[config.mk]
export PLATFORM = sky130hd
export DESIGN_NAME = regfile_wb_arbiter
export DESIGN_NICKNAME = d
export VERILOG_FILES = /design/src/rtl/regfile_wb_arbiter.sv
export SDC_FILE = /design/constraint.sdc
export NUM_CORES = 1
export LEC_CHECK = 0
export CAP_MARGIN = 20
export CORE_MARGIN = 10
export CORE_UTILIZATION = 30
export DETAILED_ROUTE_END_ITERATION = 10
export GPL_TIMING_DRIVEN = 0
export SLEW_MARGIN = 40
export SYNTH_ARGS = -nofsm -noshare
export SYNTH_HDL_FRONTEND = slang
export SYNTH_SLANG_ARGS = --single-unit
[constraint.sdc]
create_clock -name clk -period 2.6 [get_ports clk]
set_clock_uncertainty 0.05 [all_clocks]
set_input_delay 0.26 -clock clk [delete_from_list [all_inputs] [get_ports clk]]
set_output_delay 0.26 -clock clk [all_outputs]
set_load 0.02 [all_outputs]
[src/rtl/regfile_wb_arbiter.sv]
// rtl/regfile_wb_arbiter.sv - register file write-port arbiter: pipeline writeback vs buffered long-latency results
// Also tracks which registers are still waiting on a long-latency result, and stalls decode on them.
module regfile_wb_arbiter #(
   parameter int DEPTH        = 4,
   parameter int STARVE_LIMIT = 8
) (
   input  logic        clk,
   input  logic        reset,
   input  logic        pipe_we,
   input  logic [4:0]  pipe_addr,
   input  logic [31:0] pipe_data,
   input  logic        lu_valid,
   input  logic [4:0]  lu_addr,
   input  logic [31:0] lu_data,
   output logic        lu_ready,
   input  logic        issue_valid,
   input  logic [4:0]  issue_addr,
   input  logic [4:0]  rs_addr1,
   input  logic [4:0]  rs_addr2,
   output logic        stall,
   output logic        force_stall,
   output logic        rf_we,
   output logic [4:0]  rf_waddr,
   output logic [31:0] rf_wdata,
   output logic        waw_err
);

   localparam int PW = $clog2(DEPTH);
   localparam int CW = PW + 1;
   localparam int SW = $clog2(STARVE_LIMIT + 1);

   logic [4:0]    fifo_addr [DEPTH];
   logic [31:0]   fifo_data [DEPTH];
   logic [PW-1:0] rd_ptr;
   logic [PW-1:0] wr_ptr;
   logic [CW-1:0] count;
   logic [31:0]   pending;
   logic [SW-1:0] starve_cnt;

   logic        pipe_req;
   logic        fifo_empty;
   logic        enq;
   logic        drain;
   logic [4:0]  head_addr;
   logic [31:0] head_data;

   assign pipe_req   = pipe_we && (pipe_addr != 5'd0);
   assign fifo_empty = (count == '0);
   assign lu_ready   = (count < CW'(DEPTH));
   // Results for r0 are acknowledged but dropped, so they never reach the write port.
   assign enq        = lu_valid && lu_ready && (lu_addr != 5'd0);
   assign drain      = !pipe_req && !fifo_empty;
   assign head_addr  = fifo_addr[rd_ptr];
   assign head_data  = fifo_data[rd_ptr];

   always_comb begin
      rf_we    = 1'b0;
      rf_waddr = 5'd0;
      rf_wdata = 32'd0;
      if (pipe_req) begin
         rf_we    = 1'b1;
         rf_waddr = pipe_addr;
         rf_wdata = pipe_data;
      end else if (!fifo_empty) begin
         rf_we    = 1'b1;
         rf_waddr = head_addr;
         rf_wdata = head_data;
      end
   end

   assign stall = force_stall
                | ((rs_addr1 != 5'd0) && pending[rs_addr1])
                | ((rs_addr2 != 5'd0) && pending[rs_addr2]);

   always_ff @(posedge clk) begin
      if (enq) begin
         fifo_addr[wr_ptr] <= lu_addr;
         fifo_data[wr_ptr] <= lu_data;
      end
   end

   always_ff @(posedge clk or posedge reset) begin
      if (reset) begin
         rd_ptr      <= '0;
         wr_ptr      <= '0;
         count       <= '0;
         pending     <= '0;
         starve_cnt  <= '0;
         force_stall <= 1'b0;
         waw_err     <= 1'b0;
      end else begin
         if (enq)
            wr_ptr <= wr_ptr + PW'(1);
         if (drain)
            rd_ptr <= rd_ptr + PW'(1);
         if (enq && !drain)
            count <= count + CW'(1);
         else if (!enq && drain)
            count <= count - CW'(1);

         // A non-empty FIFO that is not draining has lost to the pipeline this cycle.
         if (drain || fifo_empty)
            starve_cnt <= '0;
         else if (starve_cnt != SW'(STARVE_LIMIT))
            starve_cnt <= starve_cnt + SW'(1);
         if (drain)
            force_stall <= 1'b0;
         else if (!fifo_empty && starve_cnt >= SW'(STARVE_LIMIT - 1))
            force_stall <= 1'b1;

         // The set follows the clear so a same-cycle re-issue keeps the register pending.
         if (drain)
            pending[head_addr] <= 1'b0;
         if (issue_valid && issue_addr != 5'd0)
            pending[issue_addr] <= 1'b1;

         if (pipe_req && pending[pipe_addr])
            waw_err <= 1'b1;
      end
   end

endmodule

Yosys cells after proc, flatten, opt, wreduce, memory -nomap -nowiden --
Memory sizes are Yosys's and may differ from the RTL's. Index checks and enable logic that the tools add are counted.
Storage, ports and cells: bits in registers 45, bits in writable memories 148, input bits 94, output and inout bits 42, word-level logic and storage cells 82, memories 2
Cells by class: add/subtract/negate cells 5, $lt $le $gt $ge 9, equality and inequality tests 1, mux-type cells 26, bitwise logic cells 5, reduce and logical (&&, ||, !) cells 27
Memory list:
- fifo_data | words 4, bits a word 32, read ports 1, clocked after memory_dff 0, wr ports 1, line 33 | logic [31:0] fifo_data [DEPTH];
- fifo_addr | words 4, bits a word 5, read ports 1, clocked after memory_dff 0, wr ports 1, line 32 | logic [4:0] fifo_addr [DEPTH];
Operator list (count):
- 32-bit two-way mux | 4
- 32-bit AND | 1
- 32-bit NOT | 1
- 32-bit OR | 1
- 5-bit by 6-bit less-than comparator with 1-bit output (second input constant) | 5
- 5-bit nonzero test | 5
- 1-bit binary-select mux with 5-bit select | 3
- 1-bit logical AND | 13
- 1-bit two-way mux | 11
- 1-bit demux with 5-bit select | 2
- 5-bit by 1-bit greater-or-equal comparator with 1-bit output (second input constant) | 2
- 5-bit two-way mux | 2
- 4-bit two-way mux | 2
- 3-bit two-way mux | 2
- 2-bit nonzero test | 3
- 2-bit by 1-bit adder with 2-bit output (second input constant) | 2
- 4-bit by 1-bit adder with 4-bit output (second input constant) | 1
- 4-bit by 3-bit greater-or-equal comparator with 1-bit output (second input constant) | 1
- 1-bit logical NOT | 4
- 4-bit != test (second input constant) | 1
- 3-bit by 1-bit adder with 3-bit output (second input constant) | 1
- 3-bit logical NOT | 1
- 3-bit less-than comparator (second input constant) | 1
- 3-bit by 1-bit subtractor with 3-bit output (second input constant) | 1
- other kinds (2) | 3

Longest topological paths before layout --
An unclocked memory read counts as a cell.
word-level depth 10, mapped depth 12, mapped depth without buffers 10

Least setup slack after synthesis --
Ideal clock, no wire load.
path kind input port to flip-flop, start in pipe_addr[1], end reg count[1], library setup time 125 ps, arrival 2402 ps, required time 2425 ps, slack 24 ps, cell stages on the path 10, buffers on the path 2, cells stage by stage buf_2 or2_4 o41a_1 clkbuf_1 nor2_1 inv_1 ha_1 inv_1 fa_1 mux2_2
On the way: longest elaborated chain between the ends 7, elaborated cells between the ends (all ways) 9, those cells by class mux (1); reduce/logical (8)
Ends and longest elaborated chain:
- from (decl) | line 10 | input logic [4:0] pipe_addr,
- 5-bit nonzero test (*) | line 47 | assign pipe_req = pipe_we && (pipe_addr != 5'd0);
- 1-bit logical AND (*) | line 47
- 1-bit logical NOT (*) | line 52 | assign drain = !pipe_req && !fifo_empty;
- 1-bit logical AND (*) | line 52
- 1-bit logical NOT | line 96 | if (enq && !drain)
- 1-bit logical AND | line 96
- 3-bit two-way mux / 2-bit nonzero test (equally long branches)
- to (signal assigned) | line 97 | count <= count + CW'(1);
- to (signal assigned) | line 99 | count <= count - CW'(1);
- to (decl) | line 36 | logic [CW-1:0] count;
Every way passes the cells marked *; elsewhere a longest branch is shown, timed or not. A chain may end at the register's enable or synchronous reset.

Worst setup path in the final report --
start reg rd_ptr[0], end out rf_waddr[2]
On the way: longest elaborated chain between the ends 3
Ends and longest elaborated chain:
- from (decl) | line 34 | logic [PW-1:0] rd_ptr;
- from (signal assigned) | line 95 | rd_ptr <= rd_ptr + PW'(1);
- memory 4 x 5 bit
- 5-bit two-way mux | line 64 | end else if (!fifo_empty) begin
- 5-bit two-way mux | line 60 | if (pipe_req) begin
- to (decl) | line 23 | output logic [4:0] rf_waddr,
Every way passes these cells.

==> out/metrics.yaml <==
die:
  dieHeight_um: 190
  die_w_um: 190
  core_area_um2: 28700
  ios: 136
  die-area_um2: 36300
  initial_utilization_pct: 30.4
  rows: 62
placed_design:
  io_buffers: 126
  hpwl_um: 16300
  placed_area_um2: 10600
  gp_congestion: 0.890
  pre_cts_ws_ps: -1140
clock_tree:
  clk-insertion-delay-late_ps: 440
  htreeDepth: 4
  path_clk_slew_ps: 70
  cts_tree: "yes"
  clock-sinks: 193
  root_buffer: "clkbuf_16"
  clock_tree.buffer_depth: 2
  cts_buffers: 17
routing:
  drc_errors: 0
  wl_um: 23500
  wl_per_cell_um: 20.4
  ant_nets: 0
  first_pass_iters: 5
  detail_route.vias_per_cell: 5.07
  first_iter_violations: 489
  via_count: 5835
sta:
  fmax_ghz: 0.397
  hold_viol: 0
  setup_slack_ps: 82.4
  rsz0062_at_grt: "no"
  setup_viol: 0
  slew_headroom_pct: 51.4
  slew_viol_final: 0
  finalCriticalPeriod_ps: 2520
  finalCritPeriodShare_pct: 96.8
  worst_pin_slew_ps: 730
synthesis:
  yosysUniqueCellTypes: 49
  synth_area_um2: 8710
  synth_top_area_share_pct: 51.0
  synth_largest_area_cell: "edfxtp_1"
  syn_avg_cell_area_um2: 14.7
  synth_area_leaders: "edfxtp_1 (51%), mux4_2 (14%), dfrtp_1 (13%)"
  syn_inst: 593
  async_flop_share_pct: 23.3
  synth_ff_type: "edfxtp_1"
  synth_edf_count: 148
  yosysSeqAreaShare_pct: 63.9
  synth_seq_cells: 193
  synthesis.nets: 695
  yosys_warnings: 0
status:
  run_status: "finished, final reports clean"
global_routing:
  grt_start_max_net_pins: 40
  grt_pass1_wl_um: 36200
  gr-total-overflow: 0
  grt_pass1_vias: 6112
  antenna_found_initial: 1
  track_usage_pct: 13.0
power:
  p_leak_uw: 0.00411
  power_density_nw_per_um2: 976
  ir_worst_vdd_uv: 473
critical_path:
  end_kind: "output port"
  cp_max_fo: 10
  worstPathArrival_ps: 2210
  start_kind: "flop"
  worstSetupPathType: "flop to output port"
  crit_path_start: "rd_ptr[0]$_DFFE_PP0N_"
  crit_required_ps: 2290
  rr_startpoint: "count[0]$_DFFE_PP0P_"
hold_path:
  hold_path.class: "input pin to flop"
  min_from: "pipe_addr[2]"
layout:
  nNetsFinal: 855
  final_area_um2: 11300
  drive_gt1_share_pct: 19.2
  syn2layout_area_growth_pct: 30.1
job:
  max_cap_viol_count: 0
metrics by stage:
stage	setup TNS [ps]	std cells	total power [µW]	util [%]	hold slack (ps)
2_1_floorplan	0	593	6840	-	309
3_3_place_gp	-170660	1103	8300	36.4	395
3_5_place_dp	-38260	1108	8400	36.8	403
4_1_cts	0	1147	11100	39.3	318
5_1_grt	0	1150	11700	39.5	369
6_report	0	1151	11100	39.5	343
synth_stat cells (2+ instances only):
master,instances
or3_1,4
inv_1,11
xnor2_1,5
a31oi_1,2
mux2_2,6
or3b_2,3
nor2_1,15
nand3_1,39
buf_2,8
nor2b_1,5
o211ai_1,4
nand2b_1,4
nand2_1,80
a21o_1,2
o21ai_0,52
nor3_1,2
mux4_2,53
or4_1,2
a21oi_1,6
xor2_1,3
nand4_1,4
clkbuf_1,20
o21ai_1,16
and2_1,4
mux2i_1,14
edfxtp_1,148
ha_1,7
dfrtp_1,45
a22oi_1,2
nand3b_1,8
power breakdown:
group	total [µW]	internal, µW	switching (µW)
sequential	4360	3980	379
combinational	4060	1930	2130
clock	2640	1310	1330
total	11100	7220	3840
flip-flops by register name, indices dropped and copies added (netlist names):
register / count
fifo_addr: 20
fifo_data: 128
force_stall: 1
rd_ptr: 2
pending: 32
wr_ptr: 2
waw_err: 1
starve_cnt: 4
count: 3
metal layers:
layer | GRT usage [%] | vias to the layer above | share of wire [%]
met2 | 20.8 | 220 | 48
met4 | 3.51 | 0 | 1.1
met1 | 16.6 | 2980 | 43
met5 | 0 | - | 0
met3 | 4.15 | 20 | 7.6
li1 | - | 2615 | -
path summary, 6_finish.rpt:
kind | end | slack (ps) | depth (start not counted)
setup / recovery | rf_waddr[2] | 80 | 5
max in group asynchronous | rd_ptr[0]$_DFFE_PP0N_ | 1480 | 4
setup reg to reg | count[2]$_DFFE_PP0P_ | 200 | 10
min in group asynchronous | wr_ptr[0]$_DFFE_PP0P_ | 570 | 3
hold reg to reg | waw_err$_DFFE_PP0P_ | 420 | 1
hold / removal | waw_err$_DFFE_PP0P_ | 340 | 5
layout by cell type (no fill, tap or decap), types with 6 or more instances in the layout:
| master | instances |
|---|---|
| nor2_1 | 14 |
| dfrtp_1 | 43 |
| ha_1 | 7 |
| clkbuf_4 | 7 |
| buf_2 | 7 |
| inv_1 | 10 |
| nand2_1 | 80 |
| buf_12 | 9 |
| clkdlybuf4s50_1 | 84 |
| mux2_2 | 6 |
| o21ai_1 | 17 |
| mux2i_1 | 14 |
| a21oi_1 | 6 |
| nand3_1 | 39 |
| mux4_2 | 53 |
| dlygate4sd2_1 | 36 |
| o21ai_0 | 51 |
| buf_4 | 11 |
| edfxtp_1 | 148 |
| nand3b_1 | 8 |
| clkbuf_16 | 17 |
timing repair:
action,4_1_cts,5_1_grt
hold endpoints to repair,6,0
hold buffers,1,0
gates resized for setup,89,15
pin swaps,1,0
setup endpoints to repair,42,25
setup buffers,6,3
worst max-delay path: stages, from the launching register on:
cell,delay [ps]
dfrtp_2,390
buf_12,170
mux4_2,570
nand3_1,110
o21ai_0,160
dlygate4sd2_1,380
cells by family (layout without fill, tap and decap cells):
family / after synthesis / count (layout) / share of synthesized area, %
muxes: 73 / 73 / 16.1
other: 0 / 1 / 0
buffers and inverters: 42 / 215 / 2.05
adders and majority gates: 8 / 8 / 1.24
xor gates and xnor gates: 8 / 8 / 0.804
and+or+nand+nor: 172 / 172 / 9.29
DFF: 193 / 193 / 63.9
AOI/OAI and AO/OA: 97 / 97 / 6.59
final cells by class:
| cell class | instances | area (µm²) |
|---|---|---|
| clock buffers | 17 | 425 |
| plain buffers | 31 | 254 |
| clock inverters | 15 | 181 |
| fillers | 2734 | 17400 |
| well taps | 384 | 480 |
| diodes | 1 | 2.50 |
| repair buffers | 141 | 1380 |
| multi-input cells | 358 | 2990 |
| flip-flops and latches | 193 | 5570 |
| inverters | 11 | 43.8 |
Power figures use the tool's default switching activity.
